File: src/rtl/sram_port_arbiter_if.sv
// Bus bundle between the CPU instruction/data ports, the arbiter and the SRAM macro.
// The slave modport is the arbiter's view; master is the view of the requesters and SRAM.
interface sram_port_arbiter_if #(
    parameter int unsigned SRAM_ADDR_W = 13,
    parameter int unsigned DATA_W      = 32
);
    logic                   i_valid;
    logic [SRAM_ADDR_W-1:0] i_addr;
    logic [DATA_W-1:0]      i_rdata;
    logic                   i_ready;

    logic                   d_valid;
    logic [SRAM_ADDR_W-1:0] d_addr;
    logic [DATA_W-1:0]      d_wdata;
    logic [DATA_W/8-1:0]    d_wstrb;
    logic [DATA_W-1:0]      d_rdata;
    logic                   d_ready;

    logic                   m_en;
    logic [DATA_W/8-1:0]    m_we;
    logic [SRAM_ADDR_W-1:0] m_addr;
    logic [DATA_W-1:0]      m_wdata;
    logic [DATA_W-1:0]      m_rdata;

    modport slave (
        input  i_valid, i_addr,
        output i_rdata, i_ready,
        input  d_valid, d_addr, d_wdata, d_wstrb,
        output d_rdata, d_ready,
        output m_en, m_we, m_addr, m_wdata,
        input  m_rdata
    );

    modport master (
        output i_valid, i_addr,
        input  i_rdata, i_ready,
        output d_valid, d_addr, d_wdata, d_wstrb,
        input  d_rdata, d_ready,
        input  m_en, m_we, m_addr, m_wdata,
        output m_rdata
    );
endinterface

File: src/rtl/sram_port_arbiter.sv
// Shares one single-port, 1-cycle-latency SRAM between the instruction (read-only) and
// data (read/write) buses with round-robin arbitration and back-to-back alternation.
module sram_port_arbiter #(
    parameter int unsigned SRAM_ADDR_W = 13,
    parameter int unsigned DATA_W      = 32
) (
    input logic                clk,
    input logic                rst,
    sram_port_arbiter_if.slave bus
);
    localparam int unsigned STRB_W = DATA_W / 8;

    typedef enum logic {StIdle, StBusy} state_t;
    typedef enum logic {ReqI, ReqD} req_t;

    state_t state;
    req_t   gnt;
    req_t   last;
    req_t   winner;
    logic   i_ready_q;
    logic   d_ready_q;

    logic   i_elig;
    logic   d_elig;
    logic   issue;
    logic   i_done;
    logic   d_done;

    logic                   m_en;
    logic [STRB_W-1:0]      m_we;
    logic [SRAM_ADDR_W-1:0] m_addr;
    logic [DATA_W-1:0]      m_wdata;

    // The in-flight requester still holds valid for the transaction completing this cycle,
    // so it must not be reissued.
    always_comb begin
        i_elig = bus.i_valid && !(state == StBusy && gnt == ReqI);
        d_elig = bus.d_valid && !(state == StBusy && gnt == ReqD);
        issue  = (i_elig || d_elig) && !rst;
        if (i_elig && d_elig) begin
            winner = (last == ReqI) ? ReqD : ReqI;
        end else if (d_elig) begin
            winner = ReqD;
        end else begin
            winner = ReqI;
        end
    end

    always_comb begin
        m_en    = 1'b0;
        m_we    = '0;
        m_addr  = '0;
        m_wdata = '0;
        if (issue) begin
            m_en = 1'b1;
            if (winner == ReqD) begin
                m_addr  = bus.d_addr;
                m_we    = bus.d_wstrb;
                m_wdata = bus.d_wdata;
            end else begin
                m_addr = bus.i_addr;
            end
        end
    end

    assign bus.m_en    = m_en;
    assign bus.m_we    = m_we;
    assign bus.m_addr  = m_addr;
    assign bus.m_wdata = m_wdata;

    always_ff @(posedge clk) begin
        if (rst) begin
            state     <= StIdle;
            gnt       <= ReqI;
            last      <= ReqI;
            i_ready_q <= 1'b0;
            d_ready_q <= 1'b0;
        end else if (issue) begin
            state     <= StBusy;
            gnt       <= winner;
            last      <= winner;
            i_ready_q <= (winner == ReqI);
            d_ready_q <= (winner == ReqD);
        end else begin
            state     <= StIdle;
            i_ready_q <= 1'b0;
            d_ready_q <= 1'b0;
        end
    end

    // Reset discards the completing access in the same cycle it is asserted.
    assign i_done = i_ready_q && !rst;
    assign d_done = d_ready_q && !rst;

    assign bus.i_ready = i_done;
    assign bus.d_ready = d_done;
    assign bus.i_rdata = i_done ? bus.m_rdata : '0;
    assign bus.d_rdata = d_done ? bus.m_rdata : '0;
endmodule

File: src/flat_wrapper.sv
// flat-port wrapper written by rule: the top's interface ports become plain ports
module sram_port_arbiter_flat 
#(
    parameter int unsigned SRAM_ADDR_W = 13,
    parameter int unsigned DATA_W      = 32
)
  (clk, rst, bus_i_valid, bus_i_addr, bus_i_rdata, bus_i_ready, bus_d_valid, bus_d_addr, bus_d_wdata, bus_d_wstrb, bus_d_rdata, bus_d_ready, bus_m_en, bus_m_we, bus_m_addr, bus_m_wdata, bus_m_rdata);
  sram_port_arbiter_if #(.SRAM_ADDR_W(SRAM_ADDR_W), .DATA_W(DATA_W)) bus_i ();
  input logic clk;
  input logic rst;
  input wire logic [$bits(bus_i.i_valid)-1:0] bus_i_valid;
  input wire logic [$bits(bus_i.i_addr)-1:0] bus_i_addr;
  output wire logic [$bits(bus_i.i_rdata)-1:0] bus_i_rdata;
  output wire logic [$bits(bus_i.i_ready)-1:0] bus_i_ready;
  input wire logic [$bits(bus_i.d_valid)-1:0] bus_d_valid;
  input wire logic [$bits(bus_i.d_addr)-1:0] bus_d_addr;
  input wire logic [$bits(bus_i.d_wdata)-1:0] bus_d_wdata;
  input wire logic [$bits(bus_i.d_wstrb)-1:0] bus_d_wstrb;
  output wire logic [$bits(bus_i.d_rdata)-1:0] bus_d_rdata;
  output wire logic [$bits(bus_i.d_ready)-1:0] bus_d_ready;
  output wire logic [$bits(bus_i.m_en)-1:0] bus_m_en;
  output wire logic [$bits(bus_i.m_we)-1:0] bus_m_we;
  output wire logic [$bits(bus_i.m_addr)-1:0] bus_m_addr;
  output wire logic [$bits(bus_i.m_wdata)-1:0] bus_m_wdata;
  input wire logic [$bits(bus_i.m_rdata)-1:0] bus_m_rdata;
  assign bus_i.i_valid = bus_i_valid;
  assign bus_i.i_addr = bus_i_addr;
  assign bus_i_rdata = bus_i.i_rdata;
  assign bus_i_ready = bus_i.i_ready;
  assign bus_i.d_valid = bus_d_valid;
  assign bus_i.d_addr = bus_d_addr;
  assign bus_i.d_wdata = bus_d_wdata;
  assign bus_i.d_wstrb = bus_d_wstrb;
  assign bus_d_rdata = bus_i.d_rdata;
  assign bus_d_ready = bus_i.d_ready;
  assign bus_m_en = bus_i.m_en;
  assign bus_m_we = bus_i.m_we;
  assign bus_m_addr = bus_i.m_addr;
  assign bus_m_wdata = bus_i.m_wdata;
  assign bus_i.m_rdata = bus_m_rdata;
  sram_port_arbiter #(.SRAM_ADDR_W(SRAM_ADDR_W), .DATA_W(DATA_W)) u_core (.clk(clk), .rst(rst), .bus(bus_i));
endmodule
File: config.mk
export PLATFORM = sky130hd
export DESIGN_NAME = sram_port_arbiter_flat
export DESIGN_NICKNAME = d
export VERILOG_FILES = /design/src/rtl/sram_port_arbiter_if.sv /design/src/rtl/sram_port_arbiter.sv /design/src/flat_wrapper.sv
export SDC_FILE = /design/constraint.sdc
export NUM_CORES = 1
export LEC_CHECK = 0
export ABC_AREA = 1
export CAP_MARGIN = 10
export CORE_AREA = 3 3 82 84
export DETAILED_ROUTE_END_ITERATION = 10
export DIE_AREA = 0 0 85 87
export PLACE_DENSITY_LB_ADDON = 0.2
export SLEW_MARGIN = 30
export SYNTH_ARGS = -nofsm -noshare
export SYNTH_HDL_FRONTEND = slang
export SYNTH_SLANG_ARGS = --single-unit
File: constraint.sdc
create_clock -name clk -period 1.3 [get_ports clk]
set_input_delay 0.13 -clock clk [delete_from_list [all_inputs] [get_ports clk]]
set_output_delay 0.13 -clock clk [all_outputs]
set_load 0.02 [all_outputs]
Yosys cells after proc, flatten, opt, wreduce, memory -nomap -nowiden. Cells that the tools add are included. W data, S select, Z words.

Muxes and demuxes: 12. Bitwise operators: 3. Reductions and logical operators: 13.

Operators with widths (count): $mux W32 (4); $mux W13 (2); $logic_and A1 B1 Y1 (8); $mux W4 (2); $mux W1 (4); $logic_not A1 Y1 (3); $not A1 Y1 (3); $reduce_or A2 Y1 (1); $logic_or A1 B1 Y1 (1).

Bits in registers: 4. Bits of input ports: 98. Output and inout bits: 116. Word-level logic and storage cells: 32.

Logic depth before layout (Yosys ltp).
Depth in word-level cells: 8. Gate-level depth with buffers: 7. Depth with buffers taken out: 6.

Worst setup path before layout. Ideal clock, no wire load.

Path type: register -> output. Start: register u_core.gnt. End: output bus_m_addr[11]. Arrival time: 1.166 ns. Data required time: 1.170 ns. Path slack: 0.004 ns. Cell stages (with the launch flop): 7. Path buffers: 1. Path through: dfxtp_1 nand2_2 nand2_1 nand2_1 nand2_2 buf_4 a21oi_1.

Longest elaborated chain between the ends: 8. Elaborated cells on any way between the ends: 15. Classes of those cells: mux: 5; bitwise: 1; reduce/logical: 9.

Ends and longest elaborated chain: from (decl) (line sram_port_arbiter.sv:17) `req_t gnt;`; from (signal assigned) (line sram_port_arbiter.sv:74) `gnt <= ReqI;`; from (signal assigned) (line sram_port_arbiter.sv:80) `gnt <= winner;`; $not A1 Y1 (line sram_port_arbiter.sv:37) `i_elig = bus.i_valid && !(state == StBusy && gnt == ReqI);`; $logic_and A1 B1 Y1 (line sram_port_arbiter.sv:37); $logic_not A1 Y1 (line sram_port_arbiter.sv:37); $logic_and A1 B1 Y1 (line sram_port_arbiter.sv:37); $logic_and A1 B1 Y1 (line sram_port_arbiter.sv:40) `if (i_elig && d_elig) begin`; $mux W1 (line sram_port_arbiter.sv:40); $mux W13 (line sram_port_arbiter.sv:56) `if (winner == ReqD) begin`; $mux W13 (*) (line sram_port_arbiter.sv:54) `if (issue) begin`; to (decl) (line flat_wrapper.sv:23) `output wire logic [$bits(bus_i.m_addr)-1:0] bus_m_addr;`.

Mark *: on every way between the ends. The rest lies on a longest branch, timed or not.

Worst setup path after layout.
Start: register u_core.gnt. End: output bus_m_addr[4].

The elaborated chain is that of the path after synthesis.

==> results.yml <==
global_routing:
  grt_max_degree: 30
  grt_pass1_vias: 2176
  globalRouteTotalUtil_pct: 18.9
  grt_first_pass_wirelength_um: 11300
  gr-total-overflow: 0
  antenna_found_initial: 0
timing:
  slew_headroom_pct: 83.4
  worst_slew_pin_slew_ns: 0.248
  period_share_pct: 116
  setup_viol: 50
  finalHoldViolations: 0
  timing.fmax_mhz: 662
  finalCriticalPeriod_ns: 1.51
  worst_clock_skew_ns: 0.00232
  maxSlewViolCount: 0
  rsz0062_at_grt: "true"
  setup_ws_ns: -0.211
logic_synthesis:
  yosys.area.top_type: "nor2_1"
  yosysMostFrequentCell: "nor2_1"
  netlist_area_sq_um: 1130
  synth_area_leaders: "nor2_1 34%, nand2_1 18%, inv_1 12%, nand4_1 7.2%, dfxtp_1 7.1%"
  ys_async_sr_fraction_pct: 0
  synth_cell_type_count: 15
  ys_warn_count: 0
  syn_nets: 348
  synth_commonest_cells: "102 x nor2_1, 55 x nand2_1, 36 x inv_1"
  ys_seq_area_share_pct: 7.07
  ys.flop_type: "dfxtp_1"
  synth_top_area_share_pct: 33.8
  synth_seq_cells: 4
  synth_edf_count: 0
  synthCells: 250
  syn_avg_cell_area_sq_um: 4.53
clock_tree:
  h-tree-depth: 1
  clk_path_buf_depth: 2
  cts_tree: "done"
  hold_buffers: 0
  root_buffer: "clkbuf_8"
  path_clk_slew_ns: 0.03
  insertion_delay_ns: 0.22
  cts_sinks: 4
  cts-buffers-inserted: 3
worst_setup_path:
  cp-start-kind: "register"
  cp.required_ns: 1.17
  crit_arrival_ns: 1.38
  path_max_fanout: 7
  worstSetupEndpointType: "output port"
  worstSetupPathType: "register to output port"
power:
  clkPwrFrac_pct: 15.7
  p_per_area_nw_per_um2: 458
  seq_power_share_pct: 8.6
  p_leak_nw: 1.91
  ir_worst_vdd_v: 0.000314
  p_int_mw: 0.982
  combPwrFrac_pct: 75.7
  p_total_mw: 1.70
  p_switching_mw: 0.721
  sw_frac_of_total_pct: 42.3
route:
  vias: 2345
  drt_iter0_markers: 39
  finalWirelength_um: 8020
  viasPerCell: 4.29
  wire_per_inst_um: 14.7
  dr.pass1.iters: 4
  drtAntennaViolNets: 0
  drc: 0
floorplan:
  initial_utilization_pct: 18.9
  die_h_um: 87
  coreArea_sq_um: 5990
  die_w_um: 85
  num_io_pins: 214
  fp-row-count: 28
  die-area_sq_um: 7400
final_layout:
  areaGrowthSynthToFinish_pct: 228
  layout-drive-gt1-share_pct: 45.6
  fin_nets: 572
  n_antenna_cell: 0
  n_fill_cell: 557
  final_util_pct: 62.0
placed_design:
  hpwl_um: 5480
  gp_congestion: 0.795
  io_buffers: 213
min_path:
  hold_class: "input pin to register"
outcome:
  violations: "setup timing"
  status: "finished with violations"
run:
  drv_cap: 0
-- cells by family (layout without fill, tap and decap cells) --
kind of cell,count (synthesis),in the layout,share of synthesized area [%]
AND/OR/NAND/NOR,174,174,62.4
flip-flops,4,4,7.07
AO/OA/AOI/OAI,14,14,6.63
buffers and inverters,58,280,23.9
-- critical path, cell delays in order (launching register included) --
cell and delay (ns):
dfxtp_4 0.38, inv_2 0.04, nand2_2 0.05, nand2_2 0.06, nand2_4 0.10, nand2_8 0.09, clkbuf_16 0.19, a21oi_4 0.12
buf_6 0.13
-- per-layer routing --
layer  track usage [%]  vias up  wire [um]
met4              5.04        0         90
met5                 0        -          0
met3              5.30        7        710
met1              20.8     1025       2860
met2              35.2      126       4360
li1                  -     1187          -
-- placed cells by master (no fill, tap or decap), drive strengths merged --
cell type	synthesis	layout
nand3	1	1
dlygate4sd2	0	3
buf	13	133
clkdlybuf4s50	0	94
clkinv	0	1
o211a	1	1
nand4	13	13
nor2	102	102
nand2	58	58
a21oi	13	13
inv	39	42
dfxtp	4	4
clkbuf	6	7
-- sequential cells by signal, summed over array words and instances, names as in the netlist --
register / count
u_core.d_ready_q: 1
u_core.gnt: 1
u_core.i_ready_q: 1
u_core.state: 1
-- power by group through the flow --
stage	Clock, mW	Combinational [mW]	Sequential (mW)
final	0.268	1.29	0.146
after global routing	0.292	1.37	0.148
after CTS	0.277	1.10	0.145
after detailed placement	0	1.06	0.141
after global placement	0	1.05	0.140
after floorplan	0	0.459	0.140
-- metrics by stage --
stage | hold slack, ns | std cells | worst slack, ns | TNS [ns] | cell area [sq um]
after floorplan | 0.202 | 250 | 0.00427 | 0 | 1130
after global placement | 0.568 | 531 | -0.808 | -71.58 | 3360
after detailed placement | 0.608 | 531 | -0.789 | -72.04 | 3360
after CTS | 0.224 | 544 | -0.207 | -7.38 | 3310
after global routing | 0.263 | 547 | -0.273 | -11.58 | 3710
final | 0.224 | 547 | -0.211 | -8.38 | 3710
-- path summary, 6_finish.rpt --
path	from	to	slack, ns	cells past startpoint
worst max register to register	u_core.gnt$_SDFFE_PP0P_	u_core.i_ready_q$_SDFF_PP0_	0.23	6
worst min-delay path	rst	u_core.d_ready_q$_SDFF_PP0_	0.22	2
worst min register to register	u_core.gnt$_SDFFE_PP0P_	u_core.gnt$_SDFFE_PP0P_	0.58	1
worst max-delay path	u_core.gnt$_SDFFE_PP0P_	bus_m_addr[4]	-0.21	8
-- repair_timing --
item                       4_1_cts  5_1_grt
pin swaps                        1        2
gates resized for setup        540      142
setup endpoints to repair      116       80
buffers inserted                 4        0
cloned                           6        4
-- layout make-up --
cell class | instances | area (sq um) | area share [%]
flip-flops and latches | 4 | 86.3 | 2.32
inverters | 39 | 159 | 4.28
repair buffers | 234 | 2180 | 58.7
well taps | 75 | 93.8 | 2.53
clock buffers | 3 | 41.3 | 1.11
multi-input cells | 188 | 1100 | 29.7
repair inverters | 4 | 47.5 | 1.28
Power figures use the tool's default switching activity.
